File: src/rtl/dds_phase_accum.sv
// Phase accumulator for the DDS: adds the tuning word each active cycle and
// emits an offset, truncated phase word with an overflow flag, in continuous or burst mode.
module dds_phase_accum #(
    parameter int ACC_WIDTH   = 24,
    parameter int PHASE_WIDTH = 8,
    parameter int CNT_WIDTH   = 16
) (
    input  logic                   clk,
    input  logic                   rstn,
    input  logic                   start,
    input  logic                   stop,
    input  logic                   hold,
    input  logic                   mode,
    input  logic [CNT_WIDTH-1:0]   burst_len,
    input  logic [ACC_WIDTH-1:0]   ftw,
    input  logic [PHASE_WIDTH-1:0] pofs,
    output logic [PHASE_WIDTH-1:0] phase_out,
    output logic                   phase_vld,
    output logic                   wrap,
    output logic                   busy,
    output logic                   done
);

    typedef enum logic {IDLE, RUN} state_t;

    state_t               state, state_nxt;
    logic [ACC_WIDTH-1:0] acc;
    logic                 carry_q;
    logic [CNT_WIDTH-1:0] cnt;
    logic [CNT_WIDTH-1:0] len_q;
    logic                 mode_q;
    logic [ACC_WIDTH:0]   sum;
    logic                 accept;
    logic                 active;
    logic                 last;

    assign sum  = {1'b0, acc} + {1'b0, ftw};
    assign busy = (state == RUN);

    // NOTE: every output of this block gets a default first so no path leaves it unassigned (no latch).
    always_comb begin
        state_nxt = state;
        accept    = 1'b0;
        active    = 1'b0;
        last      = 1'b0;
        case (state)
            IDLE: begin
                // stop wins over start; a zero-length burst is not a valid request
                if (start && !stop && (!mode || (burst_len != '0))) begin
                    accept    = 1'b1;
                    state_nxt = RUN;
                end
            end
            RUN: begin
                if (stop) begin
                    state_nxt = IDLE;
                end else if (!hold) begin
                    active = 1'b1;
                    last   = mode_q && (cnt == len_q - CNT_WIDTH'(1));
                    if (last) state_nxt = IDLE;
                end
            end
            default: state_nxt = IDLE;
        endcase
    end

    // NOTE: state registers use non-blocking assignments so every flop samples pre-edge values.
    always_ff @(posedge clk or negedge rstn) begin
        if (!rstn) begin
            state     <= IDLE;
            acc       <= '0;
            carry_q   <= 1'b0;
            cnt       <= '0;
            len_q     <= '0;
            mode_q    <= 1'b0;
            phase_out <= '0;
            phase_vld <= 1'b0;
            wrap      <= 1'b0;
            done      <= 1'b0;
        end else begin
            state     <= state_nxt;
            phase_vld <= active;
            wrap      <= active & carry_q;
            done      <= last;
            if (accept) begin
                acc     <= '0;
                carry_q <= 1'b0;
                cnt     <= '0;
                mode_q  <= mode;
                len_q   <= burst_len;
            end
            if (active) begin
                // output stage sees the accumulator value from before this add
                phase_out <= acc[ACC_WIDTH-1 -: PHASE_WIDTH] + pofs;
                acc       <= sum[ACC_WIDTH-1:0];
                carry_q   <= sum[ACC_WIDTH];
                cnt       <= cnt + CNT_WIDTH'(1);
            end
        end
    end

endmodule
File: config.mk
export PLATFORM = sky130hd
export DESIGN_NAME = dds_phase_accum
export DESIGN_NICKNAME = d
export VERILOG_FILES = /design/src/rtl/dds_phase_accum.sv
export SDC_FILE = /design/constraint.sdc
export NUM_CORES = 1
export LEC_CHECK = 0
export BUFFER_PORTS_ARGS = -buffer_cell sky130_fd_sc_hd__clkbuf_2
export CORE_MARGIN = 1.5
export CORE_UTILIZATION = 50
export CTS_BUF_LIST = sky130_fd_sc_hd__clkbuf_16
export CTS_CLUSTER_DIAMETER = 50
export DETAILED_ROUTE_END_ITERATION = 8
export PLACE_DENSITY = 0.75
export SETUP_SLACK_MARGIN = 0.5
export SYNTH_ARGS = -nofsm -noshare
export SYNTH_HDL_FRONTEND = slang
export SYNTH_SLANG_ARGS = --single-unit
File: constraint.sdc
create_clock -name clk -period 5.65 [get_ports clk]
set_input_delay 0 -clock clk [delete_from_list [all_inputs] [get_ports clk]]
set_output_delay 0 -clock clk [all_outputs]
set_load 0.01 [all_outputs]
==> metrics.txt, run 1 <==
endpoints failing hold=0; nets@finish=689; first-pass GRT wire length=between 15,000 and 20,000 um; Die W=101 um; CTS H-tree lvls=3; CP delay by family, top=compound AO/OA/AOI/OAI gates; Syn Std Cell Area=4780 um^2; # DRC=0; ys async rst share=1.00; Placeable Area=between 9000 and 10,000 um^2; I/O Buffers=65; post-layout total power=just under 2 mW; Ys Warns=0; EDFF count, synth=0; clk root buf=clkbuf_16; Syn Inst Count=524; GRT Util Overall=0.232; pwr/cell area=~340 nW/um^2; critical path cell sequence=ha_1 -> fa_1 -> a21o_1 -> a221oi_1 -> a221o_1 -> a21oi_1 -> a31oi_1 -> xor2_1 -> o21ai_1; worst hold path class=input pin to flip-flop; FP Rows=35; Seq. cell area=between 1500 and 2000 um^2; largest net degree at the start of global routing=71; worst endpoint required time=between 5 and 6 ns; total clock buffers created by CTS=9; total negative slack=0 ns; grt ovf=0; Synth Flop Type=dfrtp_1; Worst EP arrival=between 2 and 3 ns; CTS max path bufs=2; Routed WL=~11,000 um; DR WL/cell=around 15 um; HPWL after DPL=approximately 7600 um; initial antenna violation count=0; Crit-path slowest cell=a221oi_1; multi-input logic area=slightly below 3000 um^2; Synth top area share=0.366; cell taking the most area after synthesis=dfrtp_1; drt first pass iters=4; Post-Syn Nets=613; Via density=about 5.6; clk slew on worst S/H paths=about 0.060 ns; Clock Latency Late Sink=~0.32 ns; initial core utilization=0.517; Final Core Density=0.610; n_diodes=0; final hold slack=0.0283 ns; layout cells sized above 1=0.172; clock skew=approximately 0.0068 ns; ANT nets after route=0; synth cell count leaders=dfrtp_1, nand2_1, o21ai_1, ha_1, a21oi_1; Via Count=about 4,100; Area growth syn-to-layout=18.0%; DP Area=5200 um^2; post-route minimum period=approximately 2.7 ns; slew margin rel.=0.321; CP Max Fanout=4; crit path launch type=flip-flop; count leader, synth=dfrtp_1; vias in the first global route=4,009; CP max stage delay=between 0.4 and 0.5 ns; Setup crit end kind=flip-flop; CTS sink count=70; CTS tree=built; post-route cell area=around 5600 um^2; Die ar.=~10,000 um^2; slew of the pin with the lowest slew margin=just over 1 ns; post-synthesis sequential area ratio=0.366; DRT iter0 DRCs=around 240; IO Pins=between 60 and 70; Die Y=slightly above 100 um; Max Fclk=around 370 MHz; synth top area cells=dfrtp_1, ha_1, nand2_1; post-synth cell types=between 50 and 60; Fillers=780; Max Cap Violations=0; crit share post-route=0.484; Yosys reg bits=70; RSZ-0062 raised after global routing=false; final setup vio count=0; Slew Limit Fails=0; Post-CTS Setup Bufs=0; status=completed; critical path class=flip-flop to flip-flop; Static Leakage=around 2.6 nW; Post-Syn Area per Cell=between 9 and 10 um^2; VDD IR max=approximately 0.17 mV; CP bufs+invs=0; gp weighted congestion=roughly 0.91
worst register-to-register path: cells and delay by family, from the launching register on:
family	cells	cell delay, ns
xor gates and xnor gates	1	0.17
DFF	1	0.38
AOI/OAI and AO/OA	6	1.40
adders and majority gates	2	0.62
state kept, by name, summed over array words and instances (netlist names):
name,flops
busy,1
done,1
phase_out,8
len_q,16
carry_q,1
cnt,16
mode_q,1
acc,24
phase_vld,1
wrap,1
power by group:
| part | leakage (nW) | switching (mW) | internal (mW) |
|---|---|---|---|
| clock | 0.125 | 0.199 | 0.285 |
| combinational | 1.60 | 0.415 | 0.341 |
| sequential | 0.910 | 0.0989 | 0.606 |
final cells by class:
| cell class | count | area share |
|---|---|---|
| timing repair buffer | 86 | 0.0941 |
| inverter | 9 | 0.00599 |
| clock buffer | 9 | 0.0399 |
| tap | 129 | 0.0286 |
| multi-input combinational | 424 | 0.517 |
| clock inverter | 5 | 0.00355 |
| sequential | 70 | 0.311 |
logic make-up (layout without fill, tap and decap cells):
kind of cell	Yosys count	count (layout)	share of synthesized area
adders and majority gates	35	35	0.0947
buffers and inverters	30	109	0.0241
DFF	70	70	0.366
xor gates and xnor gates	49	49	0.0898
AOI/OAI and AO/OA	142	142	0.184
and+or+nand+nor	175	175	0.189
muxes	23	23	0.0526
final timing paths:
path,start,endpoint,slack (ns),cells after the start
setup / recovery,acc[0]$_DFFE_PN0P_,acc[20]$_DFFE_PN0P_,2.92,9
hold / removal,ftw[0],acc[0]$_DFFE_PN0P_,0.03,4
setup reg to reg,acc[0]$_DFFE_PN0P_,acc[20]$_DFFE_PN0P_,2.92,9
hold reg to reg,carry_q$_DFFE_PN0P_,wrap$_DFF_PN0_,0.48,1
max in group asynchronous,rstn,len_q[2]$_DFFE_PN0P_,4.64,3
min in group asynchronous,rstn,phase_out[2]$_DFFE_PN0P_,0.42,3
per-stage QoR:
step           setup slack (ns)  cells
6_report                   2.92    732
5_1_grt                    2.69    732
4_1_cts                    2.90    732
3_5_place_dp               2.91    699
3_3_place_gp               2.95    699
2_1_floorplan              3.23    524
what timing repair did:
action / in CTS / in global routing
endpoints found under the setup margin: 0 / 0
hold endpoints to repair: 88 / 0
hold buffers: 19 / 0
gates resized for setup: 0 / 0
metal layers:
metal	global-route usage	share of wire	vias up
met4	0.0921	0.019	0
met2	0.398	0.48	76
li1	-	-	2049
met3	0.0354	0.037	17
met5	0	0	-
met1	0.293	0.46	1935
layout by cell type, fill, tap and decap left out, types with 4 or more instances in the layout:
cell type and instances:
nor3_1 10, a211oi_1 5, mux2i_1 6, dlygate4sd3_1 19, a31oi_1 4, nand2_1 64
a21o_1 10, clkbuf_16 9, dfrtp_1 70, xor2_1 26, and3_1 9, mux2_2 17
nor2_1 22, nor2b_1 5, xnor2_1 23, o21ai_0 22, ha_1 33, clkbuf_2 64
or3_1 4, o21ai_1 35, nand4_1 5, nand3_1 29, and2_1 5, nand2b_1 5
o22ai_1 4, o211ai_1 6, inv_1 9, a21oi_1 32
Note: power is estimated with default switching activity, not from simulation.
==> run 2: changes to the inputs <==
--- a/config.mk
+++ b/config.mk
@@ -5,13 +5,14 @@
 export SDC_FILE = /design/constraint.sdc
 export NUM_CORES = 1
 export LEC_CHECK = 0
+export ABC_AREA = 1
 export BUFFER_PORTS_ARGS = -buffer_cell sky130_fd_sc_hd__clkbuf_2
 export CORE_MARGIN = 1.5
 export CORE_UTILIZATION = 50
 export CTS_BUF_LIST = sky130_fd_sc_hd__clkbuf_16
 export CTS_CLUSTER_DIAMETER = 50
 export DETAILED_ROUTE_END_ITERATION = 8
-export PLACE_DENSITY = 0.75
+export PLACE_DENSITY = 0.77
 export SETUP_SLACK_MARGIN = 0.5
 export SYNTH_ARGS = -nofsm -noshare
 export SYNTH_HDL_FRONTEND = slang
==> constraint.sdc (replaced) <==
create_clock -name clk -period 2.31 [get_ports clk]
set_input_delay 0 -clock clk [delete_from_list [all_inputs] [get_ports clk]]
set_output_delay 0 -clock clk [all_outputs]
set_load 0.01 [all_outputs]
==> metrics.txt, run 2 <==
status=completed (unchanged); slew of the pin with the lowest slew margin=0.378 ns (was 1.02 ns); CTS max path bufs=2 (unchanged); Final Non-Filler Cells=960 (was 732); CP delay by family, top=simple AND/OR/NAND/NOR gates (was compound AO/OA/AOI/OAI gates); post-route minimum period=1.83 ns (was 2.73 ns); pwr/cell area=789 nW/um^2 (was 345 nW/um^2); Reg power frac=0.324 (was 0.363); CP max stage delay=0.41 ns (was 0.42 ns); IO Pins=66 (unchanged); total clock buffers created by CTS=9 (unchanged); total negative slack=0 ns (unchanged); Ys Warns=0 (unchanged); Met2 Wirelength=6730 um (was 5330 um); FP Rows=36 (was 35); CTS tree=built (unchanged); post-synthesis sequential area ratio=0.347 (was 0.366); Yosys reg bits=70 (unchanged); Post-Syn Area per Cell=7.03 um^2 (was 9.12 um^2); Worst EP arrival=2.04 ns (was 2.90 ns); critical path class=flip-flop to flip-flop (unchanged); first-pass GRT wire length=22,400 um (was 18,500 um); ANT nets after route=0 (unchanged); worst reg2reg path startpoint=acc[0]$_DFFE_PN0P_ (unchanged); synth top area cells=dfrtp_1, nand2_1, ha_1 (was dfrtp_1, ha_1, nand2_1); post-synth cell types=35 (was 57); Synth Flop Type=dfrtp_1 (unchanged); critical path cell sequence=ha_4 -> fa_2 -> nand3_2 -> nand2_4 -> a21oi_2 -> inv_2 -> nand3b_1 -> nand2_2 -> nand2_1 -> nand2_1 -> nand2_1 -> nand2_1 (was ha_1 -> fa_1 -> a21o_1 -> a221oi_1 -> a221o_1 -> a21oi_1 -> a31oi_1 -> xor2_1 -> o21ai_1); # DRC=0 (unchanged); endpoints failing hold=0 (unchanged); Syn Inst Count=719 (was 524); Syn Std Cell Area=5050 um^2 (was 4780 um^2); worst endpoint required time=2.53 ns (was 5.82 ns); synth cell count leaders=nand2_1, dfrtp_1, inv_1, nor2_1, nand3_1 (was dfrtp_1, nand2_1, o21ai_1, ha_1, a21oi_1); hold depth=4 (unchanged); CTS sink count=70 (unchanged); Clock power frac=0.279 (was 0.249); crit path from=acc[0]$_DFFE_PN0P_ (unchanged); Reg2Reg Depth=12 (was 9); VDD IR max=0.417 mV (was 0.168 mV); initial core utilization=0.517 (about the same); cell count after placement=908 (was 699); count leader, synth=nand2_1 (was dfrtp_1); RSZ-0062 raised after global routing=true (was false); Max Fclk=548 MHz (was 366 MHz); Worst path depth=12 (was 9); crit path launch type=flip-flop (unchanged); DRT met1 WL=5930 um (was 5110 um); final hold slack=0.0315 ns (was 0.0283 ns); clock skew=0.00763 ns (was 0.00682 ns); most frequent cells in the layout=nand2_1, inv_1, dfrtp_1 (was dfrtp_1, nand2_1, clkbuf_2); Area growth syn-to-layout=31.7% (was 18.0%); I/O Buffers=65 (unchanged); CTS H-tree lvls=3 (unchanged); CP bufs+invs=1 (was 0); Die Y=104 um (was 101 um); Routed WL=13,600 um (was 11,100 um); Static Leakage=3.18 nW (was 2.64 nW); Die ar.=10,700 um^2 (was 10,200 um^2); layout cells sized above 1=0.233 (was 0.172); initial antenna violation count=0 (unchanged); Largest Register=acc (unchanged); max FFs per register=24 (unchanged); Logic pwr share=0.397 (was 0.389); EDFF count, synth=0 (unchanged); DRT iter0 DRCs=254 (was 237); slew margin rel.=0.748 (was 0.321); Setup crit end kind=flip-flop (unchanged); Sw Share=0.375 (was 0.366); top routing layer in use=met4 (unchanged); Via Count=5,190 (was 4,077); post-place setup slack=0.302 ns (was 2.91 ns); GRT Util Overall=0.251 (was 0.232); Synth top area share=0.347 (was 0.366); gp weighted congestion=0.963 (was 0.912); vias in the first global route=5,075 (was 4,009); commonest non-fill, non-tap cell in the layout=nand2_1 (was dfrtp_1); Post-Syn Nets=808 (was 613); CP most frequent cell=nand2_1; ys async rst share=1.00 (unchanged); P_int=3.28 mW (was 1.23 mW); Net Sw Power=1.97 mW (was 0.712 mW); crit share post-route=0.790 (was 0.484); Slew Limit Fails=0 (unchanged); grt ovf=0 (unchanged); clk root buf=clkbuf_16 (unchanged); Crit-path slowest cell=dfrtp_1 (was a221oi_1); Max Cap Violations=0 (unchanged); final setup margin=0.484 ns (was 2.92 ns); worst hold path class=input pin to flip-flop (unchanged); final setup vio count=0 (unchanged); HPWL after DPL=9270 um (was 7600 um); met3 WL=742 um (was 406 um); Regs by FF count=acc x24, cnt x16, len_q x16 (unchanged); DR WL/cell=14.2 um (was 15.1 um); clk slew on worst S/H paths=0.06 ns (about the same); largest net degree at the start of global routing=71 (unchanged); Die W=104 um (was 101 um); Placeable Area=9770 um^2 (was 9240 um^2); n_diodes=0 (unchanged); drt first pass iters=5 (was 4); hold path startpoint=pofs[0] (was ftw[0]); nets@finish=911 (was 689); CP Max Fanout=5 (was 4); cell taking the most area after synthesis=dfrtp_1 (unchanged); Via density=5.41 (was 5.57); Clock Latency Late Sink=0.33 ns (was 0.32 ns)
[run 2: cell types whose count changed in the layout (fill, tap and decap cells not counted), sizes merged, moves of 17 or more]
| cell | previous run | this run |
|---|---|---|
| buf | 3 | 23 |
| nand3 | 29 | 66 |
| nand2 | 64 | 194 |
| a21oi | 32 | 58 |
| mux2 | 17 | 0 |
| inv | 10 | 75 |
| nor2 | 22 | 79 |
[run 2: layout make-up]
type,count,area [um^2]
Fill cell,766,3120
Inverter,73,274
Timing Repair Buffer,107,719
Clock buffer,9,225
Clock inverter,7,81.3
Multi-Input combinational cell,561,3430
Sequential cell,70,1760
Tap cell,133,166
[run 2: through the flow]
| stage | power [mW] | util | area, um^2 |
|---|---|---|---|
| after floorplan | 2.85 | - | 5060 |
| after global placement | 3.27 | 0.569 | 5560 |
| after detailed placement | 3.33 | 0.569 | 5560 |
| after CTS | 5.01 | 0.650 | 6350 |
| after global routing | 5.59 | 0.681 | 6660 |
| final | 5.25 | 0.681 | 6660 |
[run 2: path summary, 6_finish.rpt]
check	slack [ns]	to
worst min register to register	0.49	phase_out[4]$_DFFE_PN0P_
worst max-delay path	0.48	carry_q$_DFFE_PN0P_
max in group asynchronous	1.76	acc[16]$_DFFE_PN0P_
min in group asynchronous	0.24	len_q[2]$_DFFE_PN0P_
worst max register to register	0.48	carry_q$_DFFE_PN0P_
worst min-delay path	0.03	phase_out[0]$_DFFE_PN0P_
[run 2: power groups by stage]
stage | Clock [mW] | Combinational [mW] | Sequential (mW)
after CTS | 1.47 | 1.86 | 1.67
after global placement | 0 | 1.62 | 1.66
after floorplan | 0 | 1.21 | 1.64
after detailed placement | 0 | 1.66 | 1.67
final | 1.46 | 2.08 | 1.70
after global routing | 1.54 | 2.33 | 1.73
[run 2: kinds of logic (layout without fill, tap and decap cells)]
| family | after synthesis | count (layout) | synth area share |
|---|---|---|---|
| fa+ha+maj | 35 | 35 | 0.0896 |
| xor+xnor | 19 | 19 | 0.0329 |
| buf+inv | 88 | 196 | 0.0684 |
| simple gates | 368 | 368 | 0.317 |
| compound gates | 139 | 139 | 0.145 |
| flops | 70 | 70 | 0.347 |
[run 2: timing repair]
action                                  in CTS  in global routing
endpoints found under the setup margin      19                 52
pin swaps                                   12                 21
resized for setup                           34                 63
hold buffers                                20                  0
gates cloned                                 0                  0
buffers inserted                            12                  4
hold endpoints to repair                    89                  0
[run 2: worst min-delay path, cell delays in order]
cell and delay (ns):
clkbuf_2 0.09, ha_2 0.13, nand2_1 0.05, nand2_1 0.06
[run 2: layer usage]
metal / up-vias / GRT usage
li1: 2588 / -
met1: 2413 / 0.317
met2: 165 / 0.442
met3: 24 / 0.0403
met4: 0 / 0.0774
met5: - / 0
